--- src/rtl/multi_rule_monitor_pkg.sv ---
// Shared types and the configuration legality check for multi_rule_monitor.
package multi_rule_monitor_pkg;

   // Wide enough for any supported MAX_DLY (up to 16).
   localparam int CFG_DW = 5;

   typedef enum logic {
      MODE_EXACT  = 1'b0,
      MODE_WINDOW = 1'b1
   } mode_e;

   typedef struct packed {
      mode_e             mode;
      logic [CFG_DW-1:0] dly_min;
      logic [CFG_DW-1:0] dly_max;
   } mon_cfg_t;

   // A configuration is usable when the delay fits the age vector and,
   // in window mode, the lower bound is non-zero and not above the upper.
   function automatic logic cfg_legal(input mon_cfg_t cfg, input int max_dly);
      logic ok;
      ok = (cfg.dly_max != '0) && (int'(cfg.dly_max) <= max_dly);
      if (cfg.mode == MODE_WINDOW) begin
         ok = ok && (cfg.dly_min != '0) && (cfg.dly_min <= cfg.dly_max);
      end
      return ok;
   endfunction

endpackage

--- src/rtl/multi_rule_monitor_if.sv ---
// Bundle of configuration, monitored signals and results for multi_rule_monitor.
interface multi_rule_monitor_if #(
   parameter int NCH     = 4,
   parameter int MAX_DLY = 4,
   parameter int CNT_W   = 16,
   parameter int TS_W    = 32
);
   localparam int DW  = $clog2(MAX_DLY + 1);
   localparam int CHW = (NCH > 1) ? $clog2(NCH) : 1;

   logic           en;
   logic           mode;
   logic [DW-1:0]  dly_min;
   logic [DW-1:0]  dly_max;
   logic           clr;
   logic [NCH-1:0] sig_a;
   logic [NCH-1:0] sig_b;
   logic [NCH-1:0] sig_c;

   logic [NCH-1:0]   pass_pulse;
   logic [NCH-1:0]   fail_pulse;
   logic [CNT_W-1:0] pass_cnt;
   logic [CNT_W-1:0] fail_cnt;
   logic             err_sticky;
   logic [CHW-1:0]   first_fail_ch;
   logic [TS_W-1:0]  first_fail_ts;
   logic             cfg_err;

   modport master (
      output en, mode, dly_min, dly_max, clr, sig_a, sig_b, sig_c,
      input  pass_pulse, fail_pulse, pass_cnt, fail_cnt, err_sticky,
             first_fail_ch, first_fail_ts, cfg_err
   );

   modport slave (
      input  en, mode, dly_min, dly_max, clr, sig_a, sig_b, sig_c,
      output pass_pulse, fail_pulse, pass_cnt, fail_cnt, err_sticky,
             first_fail_ch, first_fail_ts, cfg_err
   );
endinterface

--- src/rtl/multi_rule_monitor_chan.sv ---
// One channel of the implication checker: tracks pending attempts by age
// and reports how many resolved as pass or fail on the current edge.
module rule_mon_chan
   import multi_rule_monitor_pkg::*;
#(
   parameter int MAX_DLY = 4,
   parameter int CW      = $clog2(MAX_DLY + 1)
) (
   input  logic          clk,
   input  logic          rst_n,
   input  logic          active_i,   // en high and effective config legal
   input  mon_cfg_t      cfg_i,
   input  logic          a_i,
   input  logic          b_i,
   input  logic          c_i,
   output logic [CW-1:0] pass_n_o,
   output logic [CW-1:0] fail_n_o
);

   // Bit j of pend_q is an attempt that has age j+1 at the current edge.
   logic [MAX_DLY-1:0] pend_q, pend_d;
   logic [MAX_DLY-1:0] in_win, at_hi;
   logic [MAX_DLY-1:0] pass_mask, fail_mask;
   logic               good, trig;

   // Age masks against the effective configuration.
   generate
      for (genvar gi = 0; gi < MAX_DLY; gi++) begin : g_age
         localparam logic [CFG_DW-1:0] AGE = CFG_DW'(gi + 1);
         assign in_win[gi] = (AGE >= cfg_i.dly_min) && (AGE <= cfg_i.dly_max);
         assign at_hi[gi]  = (AGE == cfg_i.dly_max);
      end
   endgenerate

   assign good = ~c_i & b_i;
   assign trig = active_i & a_i & ~b_i;

   // Resolve pending attempts, then age the survivors and add a new trigger.
   always_comb begin
      pass_mask = '0;
      fail_mask = '0;
      pend_d    = '0;
      pass_n_o  = '0;
      fail_n_o  = '0;
      if (active_i) begin
         if (cfg_i.mode == MODE_WINDOW) begin
            if (good) pass_mask = pend_q & in_win;
            else      fail_mask = pend_q & at_hi;
         end else begin
            if (good) pass_mask = pend_q & at_hi;
            else      fail_mask = pend_q & at_hi;
         end
         pend_d = ((pend_q & ~(pass_mask | fail_mask)) << 1) | (MAX_DLY)'(trig);
      end
      for (int j = 0; j < MAX_DLY; j++) begin
         pass_n_o = pass_n_o + CW'(pass_mask[j]);
         fail_n_o = fail_n_o + CW'(fail_mask[j]);
      end
   end

   // Pending age vector; disabling flushes it through pend_d = 0.
   always_ff @(posedge clk or negedge rst_n) begin
      if (!rst_n) pend_q <= '0;
      else        pend_q <= pend_d;
   end

endmodule

--- src/rtl/multi_rule_monitor.sv ---
// Multi-channel implication monitor: config shadowing, per-channel checkers,
// saturating totals, sticky error and first-failure capture.
module multi_rule_monitor
   import multi_rule_monitor_pkg::*;
#(
   parameter int NCH     = 4,
   parameter int MAX_DLY = 4,
   parameter int CNT_W   = 16,
   parameter int TS_W    = 32
) (
   input logic clk,
   input logic rst_n,
   multi_rule_monitor_if.slave mon_if
);
   localparam int CW  = $clog2(MAX_DLY + 1);
   localparam int SW  = $clog2(NCH * MAX_DLY + 1);
   localparam int AW  = CNT_W + SW;
   localparam int CHW = (NCH > 1) ? $clog2(NCH) : 1;

   logic             en_q;
   mon_cfg_t         cfg_q;
   logic             cfg_err_q;
   logic [TS_W-1:0]  ts_q;
   logic [CNT_W-1:0] pass_cnt_q, pass_cnt_d;
   logic [CNT_W-1:0] fail_cnt_q, fail_cnt_d;
   logic             err_sticky_q;
   logic [CHW-1:0]   ff_ch_q;
   logic [TS_W-1:0]  ff_ts_q;
   logic [NCH-1:0]   pass_pulse_q, fail_pulse_q;

   mon_cfg_t         cfg_in, cfg_eff;
   logic             en_rise, active;
   logic [CW-1:0]    pass_n [NCH];
   logic [CW-1:0]    fail_n [NCH];
   logic [NCH-1:0]   pass_hit, fail_hit;
   logic [SW-1:0]    pass_sum, fail_sum;
   logic [AW-1:0]    pass_wide, fail_wide;
   logic [CHW-1:0]   first_ch;

   assign cfg_in.mode    = mode_e'(mon_if.mode);
   assign cfg_in.dly_min = CFG_DW'(mon_if.dly_min);
   assign cfg_in.dly_max = CFG_DW'(mon_if.dly_max);

   // The enabling edge already checks with the incoming configuration.
   assign en_rise = mon_if.en & ~en_q;
   assign cfg_eff = en_rise ? cfg_in : cfg_q;
   assign active  = mon_if.en & cfg_legal(cfg_eff, MAX_DLY);

   generate
      for (genvar gi = 0; gi < NCH; gi++) begin : g_chan
         rule_mon_chan #(.MAX_DLY(MAX_DLY), .CW(CW)) u_chan (
            .clk      (clk),
            .rst_n    (rst_n),
            .active_i (active),
            .cfg_i    (cfg_eff),
            .a_i      (mon_if.sig_a[gi]),
            .b_i      (mon_if.sig_b[gi]),
            .c_i      (mon_if.sig_c[gi]),
            .pass_n_o (pass_n[gi]),
            .fail_n_o (fail_n[gi])
         );
         assign pass_hit[gi] = |pass_n[gi];
         assign fail_hit[gi] = |fail_n[gi];
      end
   endgenerate

   // Sum resolved attempts, saturate the totals and pick the lowest failing channel.
   always_comb begin
      pass_sum = '0;
      fail_sum = '0;
      first_ch = '0;
      for (int j = 0; j < NCH; j++) begin
         pass_sum = pass_sum + SW'(pass_n[j]);
         fail_sum = fail_sum + SW'(fail_n[j]);
      end
      for (int j = NCH - 1; j >= 0; j--) begin
         if (fail_hit[j]) first_ch = CHW'(j);
      end
      pass_wide  = AW'(pass_cnt_q) + AW'(pass_sum);
      fail_wide  = AW'(fail_cnt_q) + AW'(fail_sum);
      pass_cnt_d = (pass_wide > AW'({CNT_W{1'b1}})) ? {CNT_W{1'b1}} : pass_wide[CNT_W-1:0];
      fail_cnt_d = (fail_wide > AW'({CNT_W{1'b1}})) ? {CNT_W{1'b1}} : fail_wide[CNT_W-1:0];
   end

   // Config shadow, timestamp, pulses, totals and first-failure capture.
   always_ff @(posedge clk or negedge rst_n) begin
      if (!rst_n) begin
         en_q         <= 1'b0;
         cfg_q        <= '0;
         cfg_err_q    <= 1'b0;
         ts_q         <= '0;
         pass_pulse_q <= '0;
         fail_pulse_q <= '0;
         pass_cnt_q   <= '0;
         fail_cnt_q   <= '0;
         err_sticky_q <= 1'b0;
         ff_ch_q      <= '0;
         ff_ts_q      <= '0;
      end else begin
         en_q         <= mon_if.en;
         ts_q         <= ts_q + TS_W'(1);
         pass_pulse_q <= pass_hit;
         fail_pulse_q <= fail_hit;
         if (en_rise) begin
            cfg_q     <= cfg_in;
            cfg_err_q <= ~cfg_legal(cfg_in, MAX_DLY);
         end
         // Clear wins over this edge's results; pending attempts carry on.
         if (mon_if.clr) begin
            pass_cnt_q   <= '0;
            fail_cnt_q   <= '0;
            err_sticky_q <= 1'b0;
            ff_ch_q      <= '0;
            ff_ts_q      <= '0;
         end else begin
            pass_cnt_q <= pass_cnt_d;
            fail_cnt_q <= fail_cnt_d;
            if (|fail_hit) begin
               err_sticky_q <= 1'b1;
               if (!err_sticky_q) begin
                  ff_ch_q <= first_ch;
                  ff_ts_q <= ts_q;
               end
            end
         end
      end
   end

   assign mon_if.pass_pulse    = pass_pulse_q;
   assign mon_if.fail_pulse    = fail_pulse_q;
   assign mon_if.pass_cnt      = pass_cnt_q;
   assign mon_if.fail_cnt      = fail_cnt_q;
   assign mon_if.err_sticky    = err_sticky_q;
   assign mon_if.first_fail_ch = ff_ch_q;
   assign mon_if.first_fail_ts = ff_ts_q;
   assign mon_if.cfg_err       = cfg_err_q;

endmodule

--- src/flat_wrapper.sv ---
// flat-port wrapper written by rule: the top's interface ports become plain ports
module multi_rule_monitor_flat import multi_rule_monitor_pkg::*;
#(
   parameter int NCH     = 4,
   parameter int MAX_DLY = 4,
   parameter int CNT_W   = 16,
   parameter int TS_W    = 32
)
  (clk, rst_n, mon_if_en, mon_if_mode, mon_if_dly_min, mon_if_dly_max, mon_if_clr, mon_if_sig_a, mon_if_sig_b, mon_if_sig_c, mon_if_pass_pulse, mon_if_fail_pulse, mon_if_pass_cnt, mon_if_fail_cnt, mon_if_err_sticky, mon_if_first_fail_ch, mon_if_first_fail_ts, mon_if_cfg_err);
  multi_rule_monitor_if #(.NCH(NCH), .MAX_DLY(MAX_DLY), .CNT_W(CNT_W), .TS_W(TS_W)) mon_if_i ();
  input logic clk;
  input logic rst_n;
  input wire logic [$bits(mon_if_i.en)-1:0] mon_if_en;
  input wire logic [$bits(mon_if_i.mode)-1:0] mon_if_mode;
  input wire logic [$bits(mon_if_i.dly_min)-1:0] mon_if_dly_min;
  input wire logic [$bits(mon_if_i.dly_max)-1:0] mon_if_dly_max;
  input wire logic [$bits(mon_if_i.clr)-1:0] mon_if_clr;
  input wire logic [$bits(mon_if_i.sig_a)-1:0] mon_if_sig_a;
  input wire logic [$bits(mon_if_i.sig_b)-1:0] mon_if_sig_b;
  input wire logic [$bits(mon_if_i.sig_c)-1:0] mon_if_sig_c;
  output wire logic [$bits(mon_if_i.pass_pulse)-1:0] mon_if_pass_pulse;
  output wire logic [$bits(mon_if_i.fail_pulse)-1:0] mon_if_fail_pulse;
  output wire logic [$bits(mon_if_i.pass_cnt)-1:0] mon_if_pass_cnt;
  output wire logic [$bits(mon_if_i.fail_cnt)-1:0] mon_if_fail_cnt;
  output wire logic [$bits(mon_if_i.err_sticky)-1:0] mon_if_err_sticky;
  output wire logic [$bits(mon_if_i.first_fail_ch)-1:0] mon_if_first_fail_ch;
  output wire logic [$bits(mon_if_i.first_fail_ts)-1:0] mon_if_first_fail_ts;
  output wire logic [$bits(mon_if_i.cfg_err)-1:0] mon_if_cfg_err;
  assign mon_if_i.en = mon_if_en;
  assign mon_if_i.mode = mon_if_mode;
  assign mon_if_i.dly_min = mon_if_dly_min;
  assign mon_if_i.dly_max = mon_if_dly_max;
  assign mon_if_i.clr = mon_if_clr;
  assign mon_if_i.sig_a = mon_if_sig_a;
  assign mon_if_i.sig_b = mon_if_sig_b;
  assign mon_if_i.sig_c = mon_if_sig_c;
  assign mon_if_pass_pulse = mon_if_i.pass_pulse;
  assign mon_if_fail_pulse = mon_if_i.fail_pulse;
  assign mon_if_pass_cnt = mon_if_i.pass_cnt;
  assign mon_if_fail_cnt = mon_if_i.fail_cnt;
  assign mon_if_err_sticky = mon_if_i.err_sticky;
  assign mon_if_first_fail_ch = mon_if_i.first_fail_ch;
  assign mon_if_first_fail_ts = mon_if_i.first_fail_ts;
  assign mon_if_cfg_err = mon_if_i.cfg_err;
  multi_rule_monitor #(.NCH(NCH), .MAX_DLY(MAX_DLY), .CNT_W(CNT_W), .TS_W(TS_W)) u_core (.clk(clk), .rst_n(rst_n), .mon_if(mon_if_i));
endmodule
--- config.mk ---
export PLATFORM = sky130hd
export DESIGN_NAME = multi_rule_monitor_flat
export DESIGN_NICKNAME = d
export VERILOG_FILES = /design/src/rtl/multi_rule_monitor_pkg.sv /design/src/rtl/multi_rule_monitor_if.sv /design/src/rtl/multi_rule_monitor_chan.sv /design/src/rtl/multi_rule_monitor.sv /design/src/flat_wrapper.sv
export SDC_FILE = /design/constraint.sdc
export NUM_CORES = 1
export LEC_CHECK = 0
export ABC_AREA = 1
export CELL_PAD_IN_SITES_DETAIL_PLACEMENT = 1
export CELL_PAD_IN_SITES_GLOBAL_PLACEMENT = 1
export CORE_ASPECT_RATIO = 0.7
export CORE_MARGIN = 2
export CORE_UTILIZATION = 40
export CTS_BUF_LIST = sky130_fd_sc_hd__clkbuf_2
export CTS_CLUSTER_SIZE = 10
export DETAILED_ROUTE_END_ITERATION = 7
export PLACE_DENSITY_LB_ADDON = 0.05
export SETUP_SLACK_MARGIN = 0.5
export SYNTH_ARGS = -nofsm -noshare
export SYNTH_HDL_FRONTEND = slang
export SYNTH_HIERARCHICAL = 1
export SYNTH_SLANG_ARGS = --single-unit
--- constraint.sdc ---
create_clock -name clk -period 6.58 [get_ports clk]
set_input_delay 1.316 -clock clk [delete_from_list [all_inputs] [get_ports clk]]
set_output_delay 1.316 -clock clk [all_outputs]
set_load 0.005 [all_outputs]
==> impl_metrics.tcl <==
set metrics [dict create \
    tightest_slew_ps 890 \
    drt-pass1-iter-count 4 \
    ys_types 36 \
    drv_slew 0 \
    critPathArrivalTime_ps 6850 \
    syn_to_final_growth_pct 33.1 \
    drt_iter0_drc 424 \
    drt-vias-per-instance 4.92 \
    htree_levels 4 \
    power_frac_clock 0.304 \
    rows 46 \
    synth.avg_cell_area_um2 7.75 \
    cts_tree "yes" \
    setup_viol 0 \
    async_reset_ff_frac 1.00 \
    ys_top_cells_by_area "dfrtp_1 (37%), nand2_1 (13%), inv_1 (6.9%), nand3_1 (6.2%), ha_1 (6.1%)" \
    die_w_um 185 \
    rsz0062_at_grt "true" \
    fin_ws_ps 422 \
    p_leak_uw 0.00594 \
    drc_errors 0 \
    post-place-ws_ps -940 \
    portBuffers 98 \
    die-area_um2 24200 \
    postSynthNetCount 1277 \
    irDropWorstVdd_v 0.0000856 \
    drive_gt1_frac 0.263 \
    ys_warn_count 6 \
    crit_path_end_kind "flop" \
    hold_path.class "reg2reg" \
    ys_ff_latch 136 \
    grt_max_degree 96 \
    yosysTopAreaCell "dfrtp_1" \
    gp_congestion 0.840 \
    crit_path_start_kind "primary input" \
    intPower_uw 1120 \
    p_comb_frac 0.195 \
    dr_total_vias 8586 \
    grt_pass1_vias 9001 \
    routed_wl_um 28600 \
    clk_pin_slew_ps 220 \
    root_buffer "clkbuf_2" \
    route.detailed.wl_per_inst_um 16.4 \
    final_core_util 0.540 \
    sw_frac_of_total 0.341 \
    period_share 0.936 \
    r2r_slack_ps 540 \
    relSlewSlack 0.407 \
    track_usage 0.246 \
    hold_viol 0 \
    yosysSeqAreaShare 0.371 \
    skew_ps 51.7 \
    cts.sinks 136 \
    synth_edf_count 0 \
    critical_path_peak_fanout 7 \
    synth_top_area_share 0.371 \
    clockBufferDepth 2 \
    io_pins 99 \
    nets 1511 \
    crit_required_ps 7270 \
    period_needed_ps 6160 \
    max_cap_violations 0 \
    ant_nets 0 \
    overflow 0 \
    n_fill_cell 2777 \
    status "completed" \
    post-dp-hpwl_um 21200 \
    netlist_instances 1185 \
    clock.fmax_mhz 162 \
    core_um2 22600 \
    antenna_found_initial 1 \
    holdWs_ps 492 \
    p_switching_uw 582 \
    cp_slowest_cell "fa_1" \
    grt_pass1_wl_um 46200 \
    p_seq_frac 0.501 \
    cp_slowest_stage_delay_ps 560 \
    fp.dieH_um 131 \
    syn_area_um2 9180 \
    cellPowerDensity_nw_per_um2 140 \
    synth-main-ff-cell "dfrtp_1" \
    floorplan.initialDensity 0.406 \
    clock_latency_ps 820 \
    path_class "in2reg" \
    cts_buffers 17 \
]
[placed cells by master (no fill, tap or decap), drive strengths merged, types with 24 or more instances in the layout]
master,n
ha,45
clkdlybuf4s50,90
fa,24
a21oi,52
nand3,125
buf,134
nand2,344
dfrtp,136
xor2,24
nor2,141
inv,189
[through the flow]
stage	total power, µW	instances	TNS (ps)	area [µm²]
global placement	1160	1691	-18050	11500
detailed placement	1170	1691	-25100	11500
CTS	1710	1731	0	11800
finish	1710	1745	0	12200
global route	1800	1745	0	12200
floorplan	1020	1185	-4010	9400
[cell families after synthesis]
family / count (synthesis) / synth area share
flops: 136 / 0.371
compound gates: 73 / 0.0482
xor+xnor: 38 / 0.0362
buf+inv: 207 / 0.0921
fa+ha+maj: 69 / 0.114
simple gates: 662 / 0.339
[state kept, by name (all words and copies together), names as in the netlist]
name                         flops
u_core/mon_if.fail_cnt          16
u_core/g_chan.u_chan/pend_q     16
u_core/ts_q                     32
u_core/cfg_q                    11
u_core/mon_if.fail_pulse         4
u_core/mon_if.cfg_err            1
u_core/mon_if.err_sticky         1
u_core/mon_if.first_fail_ts     32
u_core/en_q                      1
u_core/mon_if.first_fail_ch      2
u_core/mon_if.pass_cnt          16
u_core/mon_if.pass_pulse         4
[power by group through the flow]
stage	logic, µW	registers, µW	clock network [µW]
after floorplan	149	868	0
final	332	856	520
after detailed placement	300	870	0
after global routing	365	858	581
after global placement	292	869	0
after CTS	312	856	545
[worst max-delay path, delay by kind of cell]
kind                       cells  cell delay (ps)
adders and majority gates      8             2720
buffers and inverters         12             1070
AOI/OAI and AO/OA              1              200
and+or+nand+nor               17             1560
[what timing repair did]
action,in CTS,in global routing
buffers inserted,7,13
gates resized for setup,33,67
setup endpoints to repair,32,32
pin swaps,20,31
hold buffers,0,0
gates cloned,1,0
[final cells by class]
type | instances | area [µm²] | area share
tap | 312 | 390 | 0.0319
multi-input combinational | 843 | 5450 | 0.446
inverter | 191 | 737 | 0.0603
timing repair buffer | 230 | 2010 | 0.164
antenna | 1 | 2.50 | 0.000205
clock inverter | 15 | 143 | 0.0117
sequential | 136 | 3400 | 0.279
clock buffer | 17 | 85.1 | 0.00696
[routing by layer]
layer / global-route usage / part of all wire / up-vias
met2: 0.398 / 0.46 / 133
met4: 0.0612 / 0.012 / 0
met5: 0 / 0 / -
met1: 0.346 / 0.50 / 4227
li1: - / - / 4205
met3: 0.0405 / 0.029 / 21
[synthesized netlist by cell type, types with 5 or more instances]
library cell	n
nand2_1	328
inv_1	170
dfrtp_1	136
nand3_1	113
nor2_1	105
ha_1	45
a21oi_1	35
fa_1	24
xor2_1	24
nor2_2	21
nand4_1	20
a21oi_2	17
inv_2	16
nand2_2	14
nor2_4	14
nor3_2	14
xnor2_1	14
nand3_2	11
o21ai_0	11
nand3b_1	10
nor3_1	7
buf_2	5
buf_6	5
[worst paths after layout]
path / cells after the start / endpoint / from
hold / removal: 1 / u_core/ts_q[31] / u_core/ts_q[31]
setup / recovery: 38 / u_core/mon_if.fail_cnt[13] / mon_if_en
hold reg to reg: 1 / u_core/ts_q[31] / u_core/ts_q[31]
min in group asynchronous: 1 / u_core/cfg_q[10] / rst_n
setup reg to reg: 38 / u_core/mon_if.fail_cnt[13] / u_core/en_q
max in group asynchronous: 2 / u_core/mon_if.pass_cnt[2] / rst_n
Note: power is estimated with default switching activity, not from simulation.
==> variant 1 (same flow settings) <==
`MAX_DLY` is set to 4 in 4 places; all go to 2.
--- a/src/rtl/multi_rule_monitor_if.sv
+++ b/src/rtl/multi_rule_monitor_if.sv
@@ -1,7 +1,7 @@
 // Bundle of configuration, monitored signals and results for multi_rule_monitor.
 interface multi_rule_monitor_if #(
    parameter int NCH     = 4,
-   parameter int MAX_DLY = 4,
+   parameter int MAX_DLY = 2,
    parameter int CNT_W   = 16,
    parameter int TS_W    = 32
 );
--- a/src/rtl/multi_rule_monitor_chan.sv
+++ b/src/rtl/multi_rule_monitor_chan.sv
@@ -3,7 +3,7 @@
 module rule_mon_chan
    import multi_rule_monitor_pkg::*;
 #(
-   parameter int MAX_DLY = 4,
+   parameter int MAX_DLY = 2,
    parameter int CW      = $clog2(MAX_DLY + 1)
 ) (
    input  logic          clk,
--- a/src/rtl/multi_rule_monitor.sv
+++ b/src/rtl/multi_rule_monitor.sv
@@ -4,7 +4,7 @@
    import multi_rule_monitor_pkg::*;
 #(
    parameter int NCH     = 4,
-   parameter int MAX_DLY = 4,
+   parameter int MAX_DLY = 2,
    parameter int CNT_W   = 16,
    parameter int TS_W    = 32
 ) (
--- a/src/flat_wrapper.sv
+++ b/src/flat_wrapper.sv
@@ -2,7 +2,7 @@
 module multi_rule_monitor_flat import multi_rule_monitor_pkg::*;
 #(
    parameter int NCH     = 4,
-   parameter int MAX_DLY = 4,
+   parameter int MAX_DLY = 2,
    parameter int CNT_W   = 16,
    parameter int TS_W    = 32
 )
Interface: changed (resized mon_if_dly_max and mon_if_dly_min); port bits go from 99 to 97. No check against the original RTL was run, so the function may have changed too.
==> variant 1 against the original RTL <==
Worst setup slack gained 0.33 ns. Wire length decreased by 24%. Sequential cell count is 8 lower. Final area is 27% lower. First-iteration DRC count is 2.4% lower. Area after synthesis fell by 19%. Worst hold slack worse by 0.010 ns.
Power is not compared: it rests on default switching activity, and its combinational part moved more than twofold at a synthesized area within 25%.
==> variant 1: results (changes against the original RTL) <==
[routing]
wl_met1_um=12190  ; was 14210 um
wl_per_cell_um=16.70  ; was 16.37 um
initialDrtViolationCount=414  ; was 424
vias=6500  ; was 8586

[grt]
grtUsageTotal_pct=23.43  ; was 24.58%
grt_max_degree=82  ; was 96
antenna_found_initial=0  ; was 1
globalRouteMet3Util_pct=5.145  ; was 4.047%
use_met2_pct=29.70  ; was 39.77%
use_met1_pct=39.43  ; was 34.61%

[final_layout]
multi_input_area_share_pct=39.53  ; was 44.62%
buffers=116  ; was 230
inverters=157  ; was 191
layout-drive-gt1-share_pct=10.45  ; was 26.33%
sh_seq_area_pct=35.67  ; was 27.85%
antenna_cells=0  ; was 1
bufAreaShareNonClock_pct=12.39  ; was 16.41%
stdcell_area_um2=8980  ; was 12220 um2

[status]
status=finished, final reports clean  ; unchanged

[clocking]
postCtsSetupBuffers=0  ; was 7

[synth]
yosysUniqueCellTypes=32  ; was 36
synth_area_leaders=dfrtp_1 43%, nand2_1 12%, inv_1 7.8%  ; was dfrtp_1 37%, nand2_1 13%, inv_1 6.9%
yosysSeqAreaShare_pct=43.32  ; was 37.06%

[critical_path]
critical_path.max_fanout=9  ; was 7
arrival_ns=6.46  ; was 6.85 ns
slowest_stage=clkdlybuf4s50_1  ; was fa_1

[timing]
clock_skew_ns=0.04337  ; was 0.05171 ns
tightest_slew_ns=0.7591  ; was 0.8902 ns

[place]
gp_congestion=0.8553  ; was 0.8398
dp_hpwl_um=17050  ; was 21240 um

[floorplan]
std_cell_rows=41  ; was 46

[variant 1: cell types whose count changed after synthesis, moves of 13 or more]
cell	unedited run	this run
nor2_1	105	87
nand2_2	14	1
inv_2	16	2
ha_1	45	24
nor3_2	14	0
nor3_1	7	22
nor2_2	21	4
nand2_1	328	237
nand3_1	113	66
inv_1	170	154
o21ai_2	0	22
a21oi_2	17	4
[variant 1: report_power, final]
part,internal [mW],leakage [nW],switching (mW)
combinational,0.0557,2.47,0.102
sequential,0.798,1.76,0.00588
clock,0.119,0.133,0.364
total,0.972,4.36,0.472
[variant 1: through the flow]
step	cells	TNS (ns)
3_3_place_gp	1265	0
2_1_floorplan	924	0
4_1_cts	1297	0
6_report	1298	0
3_5_place_dp	1265	-1.658
5_1_grt	1298	0
[variant 1: kinds of logic (layout without fill, tap and decap cells)]
group,Yosys count,after routing,synth area share [%]
DFF,128,128,43.32
and+or+nand+nor,470,470,28.77
xor gates and xnor gates,35,35,4.146
adders and majority gates,36,36,7.311
buffers and inverters,167,305,9.020
AOI/OAI and AO/OA,88,88,7.429
[variant 1: how the worst min path moves through the flow]
stage | slack, ns | endpoint | from
floorplan | 0.44 | u_core/ts_q[29]$_DFF_PN0_ | u_core/ts_q[29]$_DFF_PN0_
global placement | 0.45 | u_core/mon_if.first_fail_ts[1]$_DFFE_PN0P_ | u_core/mon_if.first_fail_ts[1]$_DFFE_PN0P_
detailed placement | 0.46 | u_core/ts_q[13]$_DFF_PN0_ | u_core/ts_q[13]$_DFF_PN0_
CTS | 0.49 | u_core/ts_q[13]$_DFF_PN0_ | u_core/ts_q[13]$_DFF_PN0_
finish | 0.48 | u_core/ts_q[16]$_DFF_PN0_ | u_core/ts_q[16]$_DFF_PN0_
global route | 0.52 | u_core/ts_q[13]$_DFF_PN0_ | u_core/ts_q[13]$_DFF_PN0_
==> variant 2 (same flow settings) <==
Without the edit above. `ts_q` no longer has a reset.
--- a/src/rtl/multi_rule_monitor.sv
+++ b/src/rtl/multi_rule_monitor.sv
@@ -88,7 +88,6 @@
          en_q         <= 1'b0;
          cfg_q        <= '0;
          cfg_err_q    <= 1'b0;
-         ts_q         <= '0;
          pass_pulse_q <= '0;
          fail_pulse_q <= '0;
          pass_cnt_q   <= '0;
@@ -98,7 +97,6 @@
          ff_ts_q      <= '0;
       end else begin
          en_q         <= mon_if.en;
-         ts_q         <= ts_q + TS_W'(1);
          pass_pulse_q <= pass_hit;
          fail_pulse_q <= fail_hit;
          if (en_rise) begin
@@ -126,6 +124,10 @@
       end
    end
 
+   always_ff @(posedge clk) begin
+      ts_q <= ts_q + TS_W'(1);
+   end
+
    assign mon_if.pass_pulse    = pass_pulse_q;
    assign mon_if.fail_pulse    = fail_pulse_q;
    assign mon_if.pass_cnt      = pass_cnt_q;
Function: changed (Yosys sat finds a counterexample within 4 cycles, from zero or initial values and one cycle with rst_n low).
==> variant 2 against the original RTL <==
Fmax shrank 0.63%. Die area shrank 1.7%. Sequential cell count is the same. Largest power group unchanged. Wire length grew 0.98%. First-iteration DRC count shrank 8.5%. Total power grew 3.2%. Combinational power shrank 6%. Final area shrank 1.4%. Worst setup slack lost 0.039 ns. Non-clock buffer count shrank 5. Sequential power shrank 0.5%. Area after synthesis shrank 1.7%. Worst hold slack lost 0.018 ns.
==> variant 2: results (changes against the original RTL) <==
[final_layout]
antenna_cells=0  ; was 1
nFillCells=2716  ; was 2777
layout-drive-gt1-share_pct=25.77  ; was 26.33%
nNetsFinal=1507  ; was 1511

[clocking]
clk-insertion-delay-late_ns=0.79  ; was 0.82 ns
clock_path_buffers=2  ; unchanged
cts_root_buf=clkbuf_2  ; unchanged
numCtsBuffers=17  ; unchanged
clkTransAtPathRegs_ns=0.23
cts_htree_levels=4  ; unchanged

[synth]
synth_nets=1277  ; unchanged
yosysUniqueCellTypes=37  ; was 36
yosysWarningCount=6  ; unchanged
async_flop_share_pct=76.47  ; was 100.0%
synth_area_leaders=dfrtp_1 29%, nand2_1 14%, dfxtp_1 7.1%  ; was dfrtp_1 37%, nand2_1 13%, inv_1 6.9%
synth_common_cells=328 x nand2_1, 170 x inv_1, 113 x nand3_1  ; was 328 x nand2_1, 170 x inv_1, 136 x dfrtp_1
yosysSeqAreaShare_pct=35.95  ; was 37.06%
ys.flop_type=dfrtp_1  ; unchanged

[power_and_ir_drop]
pg_seq_mw=0.852  ; was 0.856 mW
p_clk_mw=0.597  ; was 0.520 mW
vdd_ir_drop_max_mv=0.09982  ; was 0.08562 mV
intPower_mw=1.224  ; was 1.125 mW
powerComb_mw=0.313  ; was 0.332 mW
leakagePower_nw=5.810  ; was 5.942 nW

[min_path]
hp-class=reg -> reg  ; unchanged

[routing]
vias=8515  ; was 8586
drtPass1Iterations=5  ; was 4
wl_per_cell_um=16.87  ; was 16.37 um
initialDrtViolationCount=388  ; was 424

[critical_path]
slowest_stage=fa_1  ; unchanged
critical_path.max_fanout=4  ; was 7
arrival_ns=6.86  ; was 6.85 ns
slowest_delay_ns=0.53  ; was 0.56 ns

[grt]
grtUsageTotal_pct=24.43  ; was 24.58%
grt_max_degree=68  ; was 96
grt_pass1_vias=8859  ; was 9001
grt_pass1_wl_um=45530  ; was 46170 um
antenna_found_initial=0  ; was 1

[place]
io_buffers=98  ; unchanged
gp_congestion=0.8418  ; was 0.8398
dp_hpwl_um=20820  ; was 21240 um

[timing]
tightest_slew_ns=0.9380  ; was 0.8902 ns
clock_skew_ns=0.04412  ; was 0.05171 ns

[status]
status=finished, final reports clean  ; unchanged

==> variant 2: cell types whose count changed after synthesis <==
| cell | change |
|---|---|
| dfxtp_1 | +32 |
| dfrtp_1 | -32 |
==> variant 2: worst max-delay path, delay by kind of cell <==
family,cells,cell delay (ns)
buf+inv,9,0.73
simple gates,16,1.22
fa+ha+maj,9,3.17
compound gates,2,0.42
==> variant 2: final timing paths <==
check,start,to,slack [ns],cells past startpoint
hold / removal,u_core/ts_q[0]$_DFF_P_,u_core/ts_q[0]$_DFF_P_,0.47,1
max in group asynchronous,rst_n,u_core/mon_if.fail_pulse[1]$_DFF_PN0_,4.84,2
min in group asynchronous,rst_n,u_core/mon_if.pass_cnt[11]$_DFF_PN0_,0.64,1
hold reg to reg,u_core/ts_q[0]$_DFF_P_,u_core/ts_q[0]$_DFF_P_,0.47,1
setup / recovery,mon_if_dly_min[2],u_core/mon_if.fail_cnt[13]$_DFF_PN0_,0.38,36
setup reg to reg,u_core/en_q$_DFF_PN0_,u_core/mon_if.fail_cnt[13]$_DFF_PN0_,0.48,37
==> variant 2: through the flow <==
step / cells / setup WS [ns] / TNS [ns] / instance area, um2 / hold WS, ns
5_1_grt: 1710 / 0.1730 / 0 / 12050 / 0.4852
3_5_place_dp: 1658 / -0.8742 / -23.22 / 11290 / 0.4241
4_1_cts: 1697 / 0.5055 / 0 / 11670 / 0.4703
6_report: 1710 / 0.3827 / 0 / 12050 / 0.4734
2_1_floorplan: 1185 / -0.3399 / -4.013 / 9238 / 0.3931
3_3_place_gp: 1658 / -0.7014 / -17.44 / 11290 / 0.4230
==> variant 2: what timing repair did <==
item	4_1_cts	5_1_grt
buffers inserted	6	12
cloned	1	1
endpoints found under the setup margin	32	31
gates resized for setup	34	64
pin swaps	27	41
==> variant 2: kinds of logic (layout without fill, tap and decap cells) <==
logic type,Yosys count,after routing,share of synthesized area (%)
DFF,136,136,35.95
AOI/OAI and AO/OA,73,73,4.909
adders and majority gates,69,69,11.57
buffers and inverters,207,448,9.374
xor gates and xnor gates,38,38,3.689
and+or+nand+nor,662,664,34.52
==> variant 2: final cells by class <==
| cell class | instances | area share [%] |
|---|---|---|
| clock buffer | 20 | 0.8305 |
| clock inverter | 12 | 1.453 |
| inverter | 191 | 6.114 |
| multi-input combinational | 844 | 45.20 |
| sequential | 136 | 26.91 |
| tap | 282 | 2.927 |
| timing repair buffer | 225 | 16.57 |
==> variant 2: routing by layer <==
metal / part of all wire (%) / track usage, % / vias up
met5: 0 / 0 / -
met3: 3.3 / 4.132 / 27
met1: 50 / 35.35 / 4155
met4: 1.2 / 4.894 / 0
li1: - / - / 4184
met2: 45 / 38.76 / 149
